File: src/rtl/glitc_conf_serializer.sv
// Slave-serial configuration engine for the four GLITC FPGAs: WISHBONE-fed word FIFO shifted MSB-first on DIN/CCLK.
// Optional build macro GLITC_CONF_BYTESWAP_EN byte-reverses each word as it is loaded into the shifter.
module glitc_conf_serializer #(
    parameter int FIFO_DEPTH_LOG2 = 4,
    parameter int CCLK_HALF       = 2
) (
    input  logic        clk_i,
    input  logic        rst_n_i,
    input  logic        cyc_i,
    input  logic        stb_i,
    input  logic        we_i,
    input  logic [3:0]  adr_i,
    input  logic [31:0] dat_i,
    output logic [31:0] dat_o,
    output logic        ack_o,
    input  logic [3:0]  INIT_B,
    input  logic [3:0]  DONE,
    output logic [3:0]  CCLK,
    output logic [3:0]  DIN
);

    localparam int DEPTH = 1 << FIFO_DEPTH_LOG2;
    localparam int CW    = FIFO_DEPTH_LOG2 + 1;
    localparam int HW    = (CCLK_HALF > 1) ? $clog2(CCLK_HALF) : 1;
    localparam logic [HW-1:0] HLAST = HW'(CCLK_HALF - 1);

    typedef enum logic [1:0] {
        S_IDLE = 2'd0,
        S_LOAD = 2'd1,
        S_LOW  = 2'd2,
        S_HIGH = 2'd3
    } state_t;

    function automatic logic [31:0] load_word(input logic [31:0] w);
`ifdef GLITC_CONF_BYTESWAP_EN
        load_word = {w[7:0], w[15:8], w[23:16], w[31:24]};
`else
        load_word = w;
`endif
    endfunction

    logic [3:0]                 init_s1_q, init_s2_q, done_s1_q, done_s2_q;
    logic [1:0]                 sel_q;
    logic                       en_q, crc_err_q;
    logic [31:0]                mem_q [DEPTH];
    logic [FIFO_DEPTH_LOG2-1:0] wr_ptr_q, rd_ptr_q;
    logic [CW-1:0]              count_q;
    state_t                     state_q, state_d;
    logic [HW-1:0]              hcnt_q, hcnt_d;
    logic [4:0]                 bitcnt_q, bitcnt_d;
    logic [31:0]                shift_q, shift_d;
    logic [3:0]                 cclk_d, din_d;

    logic wb_s, wr_fifo_s, wr_ctrl_s, full_s, empty_s, pop_s, stall_s, push_s;
    logic flush_s, abort_s, start_s, busy_s;
    logic [31:0] fifo_head_s;

    assign wb_s        = cyc_i & stb_i;
    assign wr_fifo_s   = wb_s & we_i & (adr_i == 4'd0);
    assign wr_ctrl_s   = wb_s & we_i & (adr_i == 4'd1);
    assign full_s      = (count_q == CW'(DEPTH));
    assign empty_s     = (count_q == CW'(0));
    assign pop_s       = (state_q == S_LOAD) & ~empty_s;
    // A full FIFO still accepts a push on the cycle a pop frees its slot.
    assign stall_s     = wr_fifo_s & full_s & ~pop_s & ~crc_err_q;
    assign ack_o       = wb_s & ~stall_s;
    assign push_s      = wr_fifo_s & ~stall_s & ~crc_err_q;
    assign busy_s      = (state_q != S_IDLE);
    assign abort_s     = busy_s & ~init_s2_q[sel_q];
    assign flush_s     = (wr_ctrl_s & dat_i[5]) | abort_s;
    assign start_s     = en_q & ~crc_err_q & ~empty_s & init_s2_q[sel_q];
    assign fifo_head_s = mem_q[rd_ptr_q];

    // Two-flop synchronisers for the asynchronous GLITC status pins.
    always_ff @(posedge clk_i or negedge rst_n_i) begin
        if (!rst_n_i) begin
            init_s1_q <= 4'd0;
            init_s2_q <= 4'd0;
            done_s1_q <= 4'd0;
            done_s2_q <= 4'd0;
        end else begin
            init_s1_q <= INIT_B;
            init_s2_q <= init_s1_q;
            done_s1_q <= DONE;
            done_s2_q <= done_s1_q;
        end
    end

    // Control register: sel only moves while idle; an abort beats a same-cycle clear.
    always_ff @(posedge clk_i or negedge rst_n_i) begin
        if (!rst_n_i) begin
            sel_q     <= 2'd0;
            en_q      <= 1'b0;
            crc_err_q <= 1'b0;
        end else begin
            if (wr_ctrl_s) begin
                if (state_q == S_IDLE) begin
                    sel_q <= dat_i[1:0];
                end
                en_q <= dat_i[4];
            end
            if (abort_s) begin
                crc_err_q <= 1'b1;
            end else if (wr_ctrl_s && dat_i[6]) begin
                crc_err_q <= 1'b0;
            end
        end
    end

    // FIFO storage array.
    always_ff @(posedge clk_i) begin
        if (push_s) begin
            mem_q[wr_ptr_q] <= dat_i;
        end
    end

    // FIFO pointers and occupancy.
    always_ff @(posedge clk_i or negedge rst_n_i) begin
        if (!rst_n_i) begin
            wr_ptr_q <= '0;
            rd_ptr_q <= '0;
            count_q  <= CW'(0);
        end else if (flush_s) begin
            wr_ptr_q <= '0;
            rd_ptr_q <= '0;
            count_q  <= CW'(0);
        end else begin
            if (push_s) begin
                wr_ptr_q <= wr_ptr_q + FIFO_DEPTH_LOG2'(1);
            end
            if (pop_s) begin
                rd_ptr_q <= rd_ptr_q + FIFO_DEPTH_LOG2'(1);
            end
            case ({push_s, pop_s})
                2'b10:   count_q <= count_q + CW'(1);
                2'b01:   count_q <= count_q - CW'(1);
                default: count_q <= count_q;
            endcase
        end
    end

    // Shift FSM next state plus registered CCLK/DIN values.
    always_comb begin
        state_d  = state_q;
        hcnt_d   = hcnt_q;
        bitcnt_d = bitcnt_q;
        shift_d  = shift_q;
        case (state_q)
            S_IDLE: begin
                hcnt_d = HW'(0);
                if (start_s) state_d = S_LOAD;
                else         state_d = S_IDLE;
            end
            S_LOAD: begin
                hcnt_d = HW'(0);
                if (!empty_s) begin
                    shift_d  = load_word(fifo_head_s);
                    bitcnt_d = 5'd31;
                    state_d  = S_LOW;
                end else begin
                    state_d = S_IDLE;
                end
            end
            S_LOW: begin
                if (hcnt_q == HLAST) begin
                    hcnt_d  = HW'(0);
                    state_d = S_HIGH;
                end else begin
                    hcnt_d = hcnt_q + HW'(1);
                end
            end
            S_HIGH: begin
                if (hcnt_q == HLAST) begin
                    hcnt_d = HW'(0);
                    if (bitcnt_q != 5'd0) begin
                        shift_d  = {shift_q[30:0], 1'b0};
                        bitcnt_d = bitcnt_q - 5'd1;
                        state_d  = S_LOW;
                    end else if (en_q && !empty_s) begin
                        state_d = S_LOAD;
                    end else begin
                        state_d = S_IDLE;
                    end
                end else begin
                    hcnt_d = hcnt_q + HW'(1);
                end
            end
            default: begin
                state_d = S_IDLE;
            end
        endcase
        if (abort_s) begin
            state_d = S_IDLE;
            hcnt_d  = HW'(0);
        end else begin
            hcnt_d = hcnt_d;
        end
        cclk_d = 4'd0;
        din_d  = 4'd0;
        if ((state_d == S_LOW) || (state_d == S_HIGH)) din_d[sel_q] = shift_d[31];
        else                                            din_d = 4'd0;
        if (state_d == S_HIGH) cclk_d[sel_q] = 1'b1;
        else                   cclk_d = 4'd0;
    end

    // FSM state and output registers.
    always_ff @(posedge clk_i or negedge rst_n_i) begin
        if (!rst_n_i) begin
            state_q  <= S_IDLE;
            hcnt_q   <= HW'(0);
            bitcnt_q <= 5'd0;
            shift_q  <= 32'd0;
            CCLK     <= 4'd0;
            DIN      <= 4'd0;
        end else begin
            state_q  <= state_d;
            hcnt_q   <= hcnt_d;
            bitcnt_q <= bitcnt_d;
            shift_q  <= shift_d;
            CCLK     <= cclk_d;
            DIN      <= din_d;
        end
    end

    // Read mux.
    always_comb begin
        dat_o = 32'd0;
        if (adr_i == 4'd1) begin
            dat_o = {init_s2_q, done_s2_q, 8'(count_q), 6'd0, crc_err_q, busy_s,
                     3'd0, en_q, 2'd0, sel_q};
        end else begin
            dat_o = 32'd0;
        end
    end

endmodule

File: config.mk
export PLATFORM = sky130hd
export DESIGN_NAME = glitc_conf_serializer
export DESIGN_NICKNAME = d
export VERILOG_FILES = /design/src/rtl/glitc_conf_serializer.sv
export SDC_FILE = /design/constraint.sdc
export NUM_CORES = 1
export LEC_CHECK = 0
export BUFFER_PORTS_ARGS = -buffer_cell sky130_fd_sc_hd__buf_2
export CORE_MARGIN = 8
export CORE_UTILIZATION = 65
export CTS_BUF_LIST = sky130_fd_sc_hd__clkbuf_2
export DETAILED_ROUTE_END_ITERATION = 10
export PLACE_DENSITY = 0.81
export SLEW_MARGIN = 10
export SYNTH_ARGS = -nofsm -noshare
export SYNTH_HDL_FRONTEND = slang
export SYNTH_SLANG_ARGS = --single-unit
File: constraint.sdc
create_clock -name clk_i -period 10.5 [get_ports clk_i]
set_input_delay 1.05 -clock clk_i [delete_from_list [all_inputs] [get_ports clk_i]]
set_output_delay 1.05 -clock clk_i [all_outputs]
set_load 0.02 [all_outputs]
==> summary.txt, run 1 <==
Num CTS Buffers = 140
Hold Buf Count CTS = 1
H-tree lvl count = 4
Routed vias/inst = 6.28
Final worst setup slack = 7.05 ns
Placer Congestion = 0.795
Worst r2r src = rd_ptr_q[0]
Final nets = 1367
Crit path kind = register to register
Clock sinks = 593
Critical R2R Capture = shift_q[6]
NetSw = 0.000889 W
WP data arrival = 4.32 ns
R2R setup slack = 7.05 ns
Sequential fraction of the synthesis area = 0.742
Period utilisation layout = 0.329
Initial Util = 0.660
All-layer global routing usage = 0.218
Layout cells sized above 1 = 0.323
P&R area growth vs syn = 8.02%
Die area = 42400 sq um
DR iter-0 viols = 959
Most common cell on crit path = a211oi_1
Switching power share of the total = 0.221
Post-CTS Setup Bufs = 0
Combinational share of power = 0.015
Die W = 206 um
WP data required = 11.36 ns
Worst path cell trace = buf_4 -> mux4_2 -> nor2b_1 -> a211oi_1 -> a211oi_1 -> a221o_1
Setup TNS = 0 ns
Post-synth top area share = 0.655
Slew headroom = 0.249
GRT overflow = 0
RSZ-0062 raised after global routing = false
Worst-Margin Slew = 1.12 ns
Via count = 11743
Clock share of power = 0.345
Min Tclk post-route = 3.45 ns
PwrDens = 158 nW/um^2
PortBufs = 75
Largest net degree at the start of global routing = 70
Leakage Power = 8.69 nW
Die height = 206 um
Worst VDD drop = 0.109 mV
Endpoints failing hold = 0
WL per Instance = 24.1 um
Worst-case reg-to-reg path depth = 6
Clock network latency to the later pin of the worst-skew pair = 1.03 ns
Synth Flop Type = edfxtp_1
Area leader, netlist = edfxtp_1
CTS resizes = 0
Global-route wire length before repair = 69.4 mm
Hold crit path type = input pin to register
Cells after Synth = 1142
TritonCTS clock tree = built
Worst Setup End Kind = register
CP max stage cell = dfrtp_4
Core area = 35600 sq um
Post-synth EDFFs = 512
Final ANT Viol Nets = 0
Post-DP HPWL = 25.2 mm
Post-synthesis register bit count = 593
Ys Warns = 0
Distinct cells, synth = 54
Cell Rows = 69
Crit path launch = rd_ptr_q[0]
Crit start category = register
Max Clock Skew = 0.0622 ns
Inst Count DP = 1628
CTS root buf = clkbuf_2
Sequential share of power = 0.639
Io pins = 90
Synth Area per Inst = 20.5 sq um
Largest stage delay, worst path = 0.89 ns
Maxcap violations = 0
Final Power = 0.00401 W
Residual DRC count = 0
Worst Path Max Fanout = 52
Detailed Routing Iterations Pass 1 = 5
Clock transition at path regs = 0.10 ns
Asr flop ratio synth = 0.137
Power Internal = 0.00312 W
Status = finished clean
Vias in the first global route = 12224
Initial antenna violation count = 1
Max Clk Rate = 290 MHz
Final cell count without fillers = 1870
Ranking of synthesized cells by area = edfxtp_1, mux4_2, dfrtp_1
Hold Crit Start = INIT_B[0]
Slew Viols, Final = 0
Final wirelength = 45.1 mm
Worst slack, placed = 6.53 ns
Cell Area, Synth = 23500 sq um
Final setup fails = 0
CTS Buffer Depth = 3
CP endpoint = shift_q[6]
how the worst min path moves through the flow:
stage               slack (ns)  cells after the start           end
floorplan                 0.33                      0  done_s2_q[0]
global placement          0.33                      0  init_s2_q[0]
detailed placement        0.34                      0  done_s2_q[2]
CTS                       0.05                      1  init_s1_q[0]
global route              0.05                      1  done_s1_q[2]
finish                    0.17                      1  init_s1_q[0]
routing by layer:
metal | wire length (um) | share of wire | up-vias | GRT usage
li1 | - | - | 5135 | -
met1 | 18500 | 0.41 | 6058 | 0.301
met5 | 0 | 0 | - | 0
met2 | 22700 | 0.50 | 479 | 0.347
met3 | 3180 | 0.071 | 71 | 0.0472
met4 | 692 | 0.015 | 0 | 0.0733
cells by family after synthesis:
group,Yosys count,share of synthesized area
buffers and inverters,94,0.0255
AND/OR/NAND/NOR,149,0.0365
multiplexers,168,0.146
adder cells (fa/ha/maj),8,0.00427
flip-flops,593,0.742
AO/OA/AOI/OAI,118,0.0420
XOR/XNOR,11,0.00411
other,1,0.000160
cell usage in the layout, fill, tap and decap left out, types with 21 or more instances in the layout:
cell type	count
clkbuf_2	210
mux4_1	28
edfxtp_1	512
buf_2	74
a211oi_1	51
a221o_1	30
mux4_2	102
dfrtp_1	77
nor2b_1	32
nand2_1	23
mux2i_1	34
clkinv_1	21
stage by stage:
stage	area (sq um)	hold slack (ns)	utilization
2_1_floorplan	23500	0.331	-
3_3_place_gp	24100	0.333	0.679
3_5_place_dp	24100	0.336	0.679
4_1_cts	25300	0.0517	0.712
5_1_grt	25300	0.0488	0.712
6_report	25300	0.170	0.712
power groups by stage:
stage / combinational (W) / sequential (W) / clock (W)
floorplan: 0.0000203 / 0.00262 / 0
global placement: 0.0000578 / 0.00262 / 0
detailed placement: 0.0000617 / 0.00262 / 0
CTS: 0.0000618 / 0.00257 / 0.00142
global route: 0.0000680 / 0.00257 / 0.00153
finish: 0.0000615 / 0.00257 / 0.00139
registers in the layout, summed over array words and instances, names as in the netlist, 5 cells and up:
signal    cells
shift_q      32
bitcnt_q      5
mem_q       512
count_q       5
critical path: cells and delay by family, from the launching register on:
family,cells,cell delay (ns)
AO/OA/AOI/OAI,3,0.83
multiplexers,1,0.59
flip-flops,1,0.89
buffers and inverters,1,0.86
AND/OR/NAND/NOR,1,0.14
layout make-up:
cell class	instances	area (sq um)
clock inverters	30	140
multi-input cells	468	5580
inverters	13	48.8
flip-flops and latches	593	17400
clock buffers	210	1050
fillers	2142	10200
repair buffers	94	523
diodes	1	2.50
well taps	461	577
cells in the mapped netlist (8+ instances only):
| library cell | instances |
|---|---|
| a211oi_1 | 51 |
| a211oi_2 | 9 |
| a21oi_1 | 10 |
| a221o_1 | 30 |
| and2_1 | 8 |
| and3_1 | 19 |
| buf_2 | 22 |
| buf_4 | 19 |
| clkbuf_1 | 25 |
| dfrtp_1 | 81 |
| edfxtp_1 | 512 |
| ha_1 | 8 |
| inv_1 | 12 |
| mux2i_1 | 34 |
| mux4_1 | 28 |
| mux4_2 | 102 |
| nand2_1 | 23 |
| nand3_1 | 9 |
| nor2_1 | 23 |
| nor2b_1 | 32 |
| xor2_1 | 9 |
(Power assumes the default switching activity.)
==> run 2, diff against run 1 <==
--- a/config.mk
+++ b/config.mk
@@ -5,12 +5,13 @@
 export SDC_FILE = /design/constraint.sdc
 export NUM_CORES = 1
 export LEC_CHECK = 0
+export ABC_AREA = 1
 export BUFFER_PORTS_ARGS = -buffer_cell sky130_fd_sc_hd__buf_2
 export CORE_MARGIN = 8
-export CORE_UTILIZATION = 65
+export CORE_UTILIZATION = 64
 export CTS_BUF_LIST = sky130_fd_sc_hd__clkbuf_2
 export DETAILED_ROUTE_END_ITERATION = 10
-export PLACE_DENSITY = 0.81
+export PLACE_DENSITY = 0.8
 export SLEW_MARGIN = 10
 export SYNTH_ARGS = -nofsm -noshare
 export SYNTH_HDL_FRONTEND = slang
==> constraint.sdc (replaced) <==
create_clock -name clk_i -period 3.33 [get_ports clk_i]
set_input_delay 0.333 -clock clk_i [delete_from_list [all_inputs] [get_ports clk_i]]
set_output_delay 0.333 -clock clk_i [all_outputs]
set_load 0.02 [all_outputs]
==> summary.txt, run 2 <==
Status = finished clean (unchanged)
Max reg flops = 512 (unchanged)
Crit start category = register (unchanged)
P&R area growth vs syn = 11.8% (was 8.02%)
Distinct cells, synth = 41 (was 54)
Most instantiated cells after synthesis = edfxtp_1, nor2_1, o21ai_0 (was edfxtp_1, mux4_2, dfrtp_1)
Fill cells = 2366 (was 2142)
Global-route wire length before repair = 90.6 mm (was 69.4 mm)
Post-synth top area share = 0.649 (was 0.655)
TritonCTS clock tree = built (unchanged)
Vias in the first global route = 16528 (was 12224)
CTS root buf = clkbuf_2 (unchanged)
GRT overflow = 0 (unchanged)
Worst r2r src = crc_err_q (was rd_ptr_q[0])
Detailed Routing Iterations Pass 1 = 8 (was 5)
Post-synthesis register bit count = 593 (unchanged)
Post-DP HPWL = 32.0 mm (was 25.2 mm)
Num CTS Buffers = 144 (was 140)
Final ANT Viol Nets = 0 (unchanged)
Slew headroom = 0.325 (was 0.249)
PwrDens = 491 nW/um^2 (was 158 nW/um^2)
Residual DRC count = 0 (unchanged)
Synth Area per Inst = 12.7 sq um (was 20.5 sq um)
PortBufs = 75 (unchanged)
Ranking of synthesized cells by area = edfxtp_1, dfrtp_1, o21ai_0 (was edfxtp_1, mux4_2, dfrtp_1)
CP endpoint = ack_o (was shift_q[6])
Placer Congestion = 0.804 (was 0.795)
RSZ-0062 raised after global routing = false (unchanged)
Area after DPL = 24600 sq um (was 24100 sq um)
Maxcap violations = 0 (unchanged)
Hold Crit Start = stb_i (was INIT_B[0])
Synth Flop Type = edfxtp_1 (unchanged)
Crit path kind = register to primary output (was register to register)
WL per Instance = 22.0 um (was 24.1 um)
Area leader, netlist = edfxtp_1 (unchanged)
Endpoints failing hold = 0 (unchanged)
CTS resizes = 0 (unchanged)
Hold crit path type = input pin to register (unchanged)
Die area = 43400 sq um (was 42400 sq um)
Post-synth EDFFs = 512 (unchanged)
Worst VDD drop = 0.245 mV (was 0.109 mV)
Most common cell after layout, fill and taps aside = edfxtp_1 (unchanged)
Worst Path Max Fanout = 6 (was 52)
Hold Buf Count CTS = 59 (was 1)
Clock network latency to the later pin of the worst-skew pair = 1.09 ns (was 1.03 ns)
Final wirelength = 58.3 mm (was 45.1 mm)
Crit path launch = crc_err_q (was rd_ptr_q[0])
Reg with most FFs = mem_q (unchanged)
Worst-Margin Slew = 1.01 ns (was 1.12 ns)
Most common cell in the netlist = edfxtp_1 (unchanged)
Layout cells sized above 1 = 0.182 (was 0.323)
Cell Area, Synth = 23700 sq um (was 23500 sq um)
Via count = 16219 (was 11743)
Cell Rows = 70 (was 69)
Registers with the most flip-flops = mem_q: 512 flops, shift_q: 32 flops (unchanged)
Largest net degree at the start of global routing = 175 (was 70)
Final setup fails = 0 (unchanged)
Largest delay contributor family on the critical path = buffers and inverters (was flip-flops)
Routed vias/inst = 6.11 (was 6.28)
WP data arrival = 2.82 ns (was 4.32 ns)
R2R setup slack = 0.22 ns (was 7.05 ns)
DR iter-0 viols = 1886 (was 959)
Largest stage delay, worst path = 0.59 ns (was 0.89 ns)
Stages on the worst setup path = 6 (unchanged)
Worst-case reg-to-reg path depth = 7 (was 6)
Sequential fraction of the synthesis area = 0.735 (was 0.742)
Max Clk Rate = 317 MHz
Die height = 208 um (was 206 um)
Clock sinks = 593 (unchanged)
Critical R2R Capture = mem_q[5][0] (was shift_q[6])
Leakage Power = 9.67 nW (was 8.69 nW)
Buf/Inv on CP = 3 (was 1)
CTS Buffer Depth = 3 (unchanged)
Finished Cell Area = 26500 sq um (was 25300 sq um)
Clock transition at path regs = 0.10 ns (about the same)
Cells after Synth = 1869 (was 1142)
Commonest non-fill, non-tap cells in the layout = edfxtp_1, nor2_1, o21ai_0, clkbuf_2, nand2_1 (was edfxtp_1, clkbuf_2, mux4_2, dfrtp_1, buf_2)
Min Tclk post-route = 3.15 ns
Core area = 36500 sq um (was 35600 sq um)
Io pins = 90 (unchanged)
Worst Setup End Kind = primary output (was register)
All-layer global routing usage = 0.267 (was 0.218)
Worst path cell trace = nor3_2 -> dlygate4sd3_1 -> nand3_2 -> inv_1 -> a21oi_1 -> buf_2 (was buf_4 -> mux4_2 -> nor2b_1 -> a211oi_1 -> a211oi_1 -> a221o_1)
Max Clock Skew = 0.0778 ns (was 0.0622 ns)
WP data required = 3.00 ns (was 11.36 ns)
Setup TNS = 0 ns (unchanged)
Initial Util = 0.648 (was 0.660)
Asr flop ratio synth = 0.137 (unchanged)
Slew Viols, Final = 0 (unchanged)
Initial antenna violation count = 1 (unchanged)
Post-CTS Setup Bufs = 0 (unchanged)
Final nets = 2129 (was 1367)
H-tree lvl count = 4 (unchanged)
Period utilisation layout = 0.947
Ys Warns = 0 (unchanged)
Die W = 208 um (was 206 um)
CP max stage cell = dlygate4sd3_1 (was dfrtp_4)
==> run 2: cell count changes in the layout (fill, tap and decap cells not counted), moves of 37 or more <==
cell,delta
o21ai_0,+258
dlygate4sd3_1,+57
o21ai_1,+57
o211ai_1,+37
nand3_1,+64
nand2_1,+131
o22ai_1,+49
inv_1,+42
nor2_1,+303
o221ai_1,+49
a211oi_1,-50
mux4_2,-102
==> run 2: metrics by stage <==
stage	worst slack, ns	util	power, W	cells	hold slack (ns)
after CTS	0.104	0.725	0.0131	2652	0.0314
after global routing	0.0427	0.725	0.0135	2653	0.117
final	0.177	0.725	0.0130	2653	0.173
after detailed placement	0.791	0.673	0.00849	2335	0.335
after global placement	0.844	0.673	0.00848	2335	0.332
after floorplan	0.458	-	0.00834	1882	0.0374
==> run 2: final cells by class <==
type / count / area, sq um / share of cell area
Antenna cell: 1 / 2.50 / 0.0000945
Tap cell: 468 / 586 / 0.0221
Clock buffer: 223 / 1120 / 0.0421
Clock inverter: 35 / 175 / 0.00661
Inverter: 63 / 245 / 0.00926
Timing Repair Buffer: 173 / 1450 / 0.0549
Sequential cell: 593 / 17400 / 0.657
Multi-Input combinational cell: 1097 / 5490 / 0.207
==> run 2: worst min-delay path by stage <==
stage	endpoint	cells past startpoint	slack, ns
6_report	count_q[4]	7	0.17
5_1_grt	mem_q[11][20]	2	0.12
4_1_cts	count_q[4]	7	0.03
3_5_place_dp	init_s2_q[1]	0	0.33
3_3_place_gp	done_s2_q[0]	0	0.33
2_1_floorplan	CCLK[0]	0	0.04
==> run 2: kinds of logic after synthesis <==
group | Yosys count | share of synthesized area
buffers and inverters | 192 | 0.0405
other | 1 | 0.000158
DFF | 593 | 0.735
AOI/OAI and AO/OA | 489 | 0.120
and+or+nand+nor | 584 | 0.100
adders and majority gates | 8 | 0.00423
xor gates and xnor gates | 2 | 0.000740
==> run 2: tightest hold or removal path: stages <==
cell	delay, ns
buf_2	0.10
nand2_1	0.12
nor2_1	0.08
nand3_2	0.17
nand2_2	0.17
nand4_1	0.13
nand2_1	0.06
==> run 2: layer usage <==
| layer | GRT usage | vias up | part of all wire |
|---|---|---|---|
| met5 | 0 | - | 0 |
| met1 | 0.337 | 7755 | 0.37 |
| met4 | 0.124 | 0 | 0.034 |
| met3 | 0.0711 | 148 | 0.12 |
| met2 | 0.430 | 1043 | 0.48 |
| li1 | - | 7273 | - |
==> run 2: report_power, final <==
group	total (W)	internal [W]	leakage [nW]	switching (W)
combinational	0.000291	0.0000888	3.01	0.000202
sequential	0.00809	0.00808	5.67	0.0000146
clock	0.00461	0.00178	0.988	0.00283
total	0.0130	0.00995	9.67	0.00305
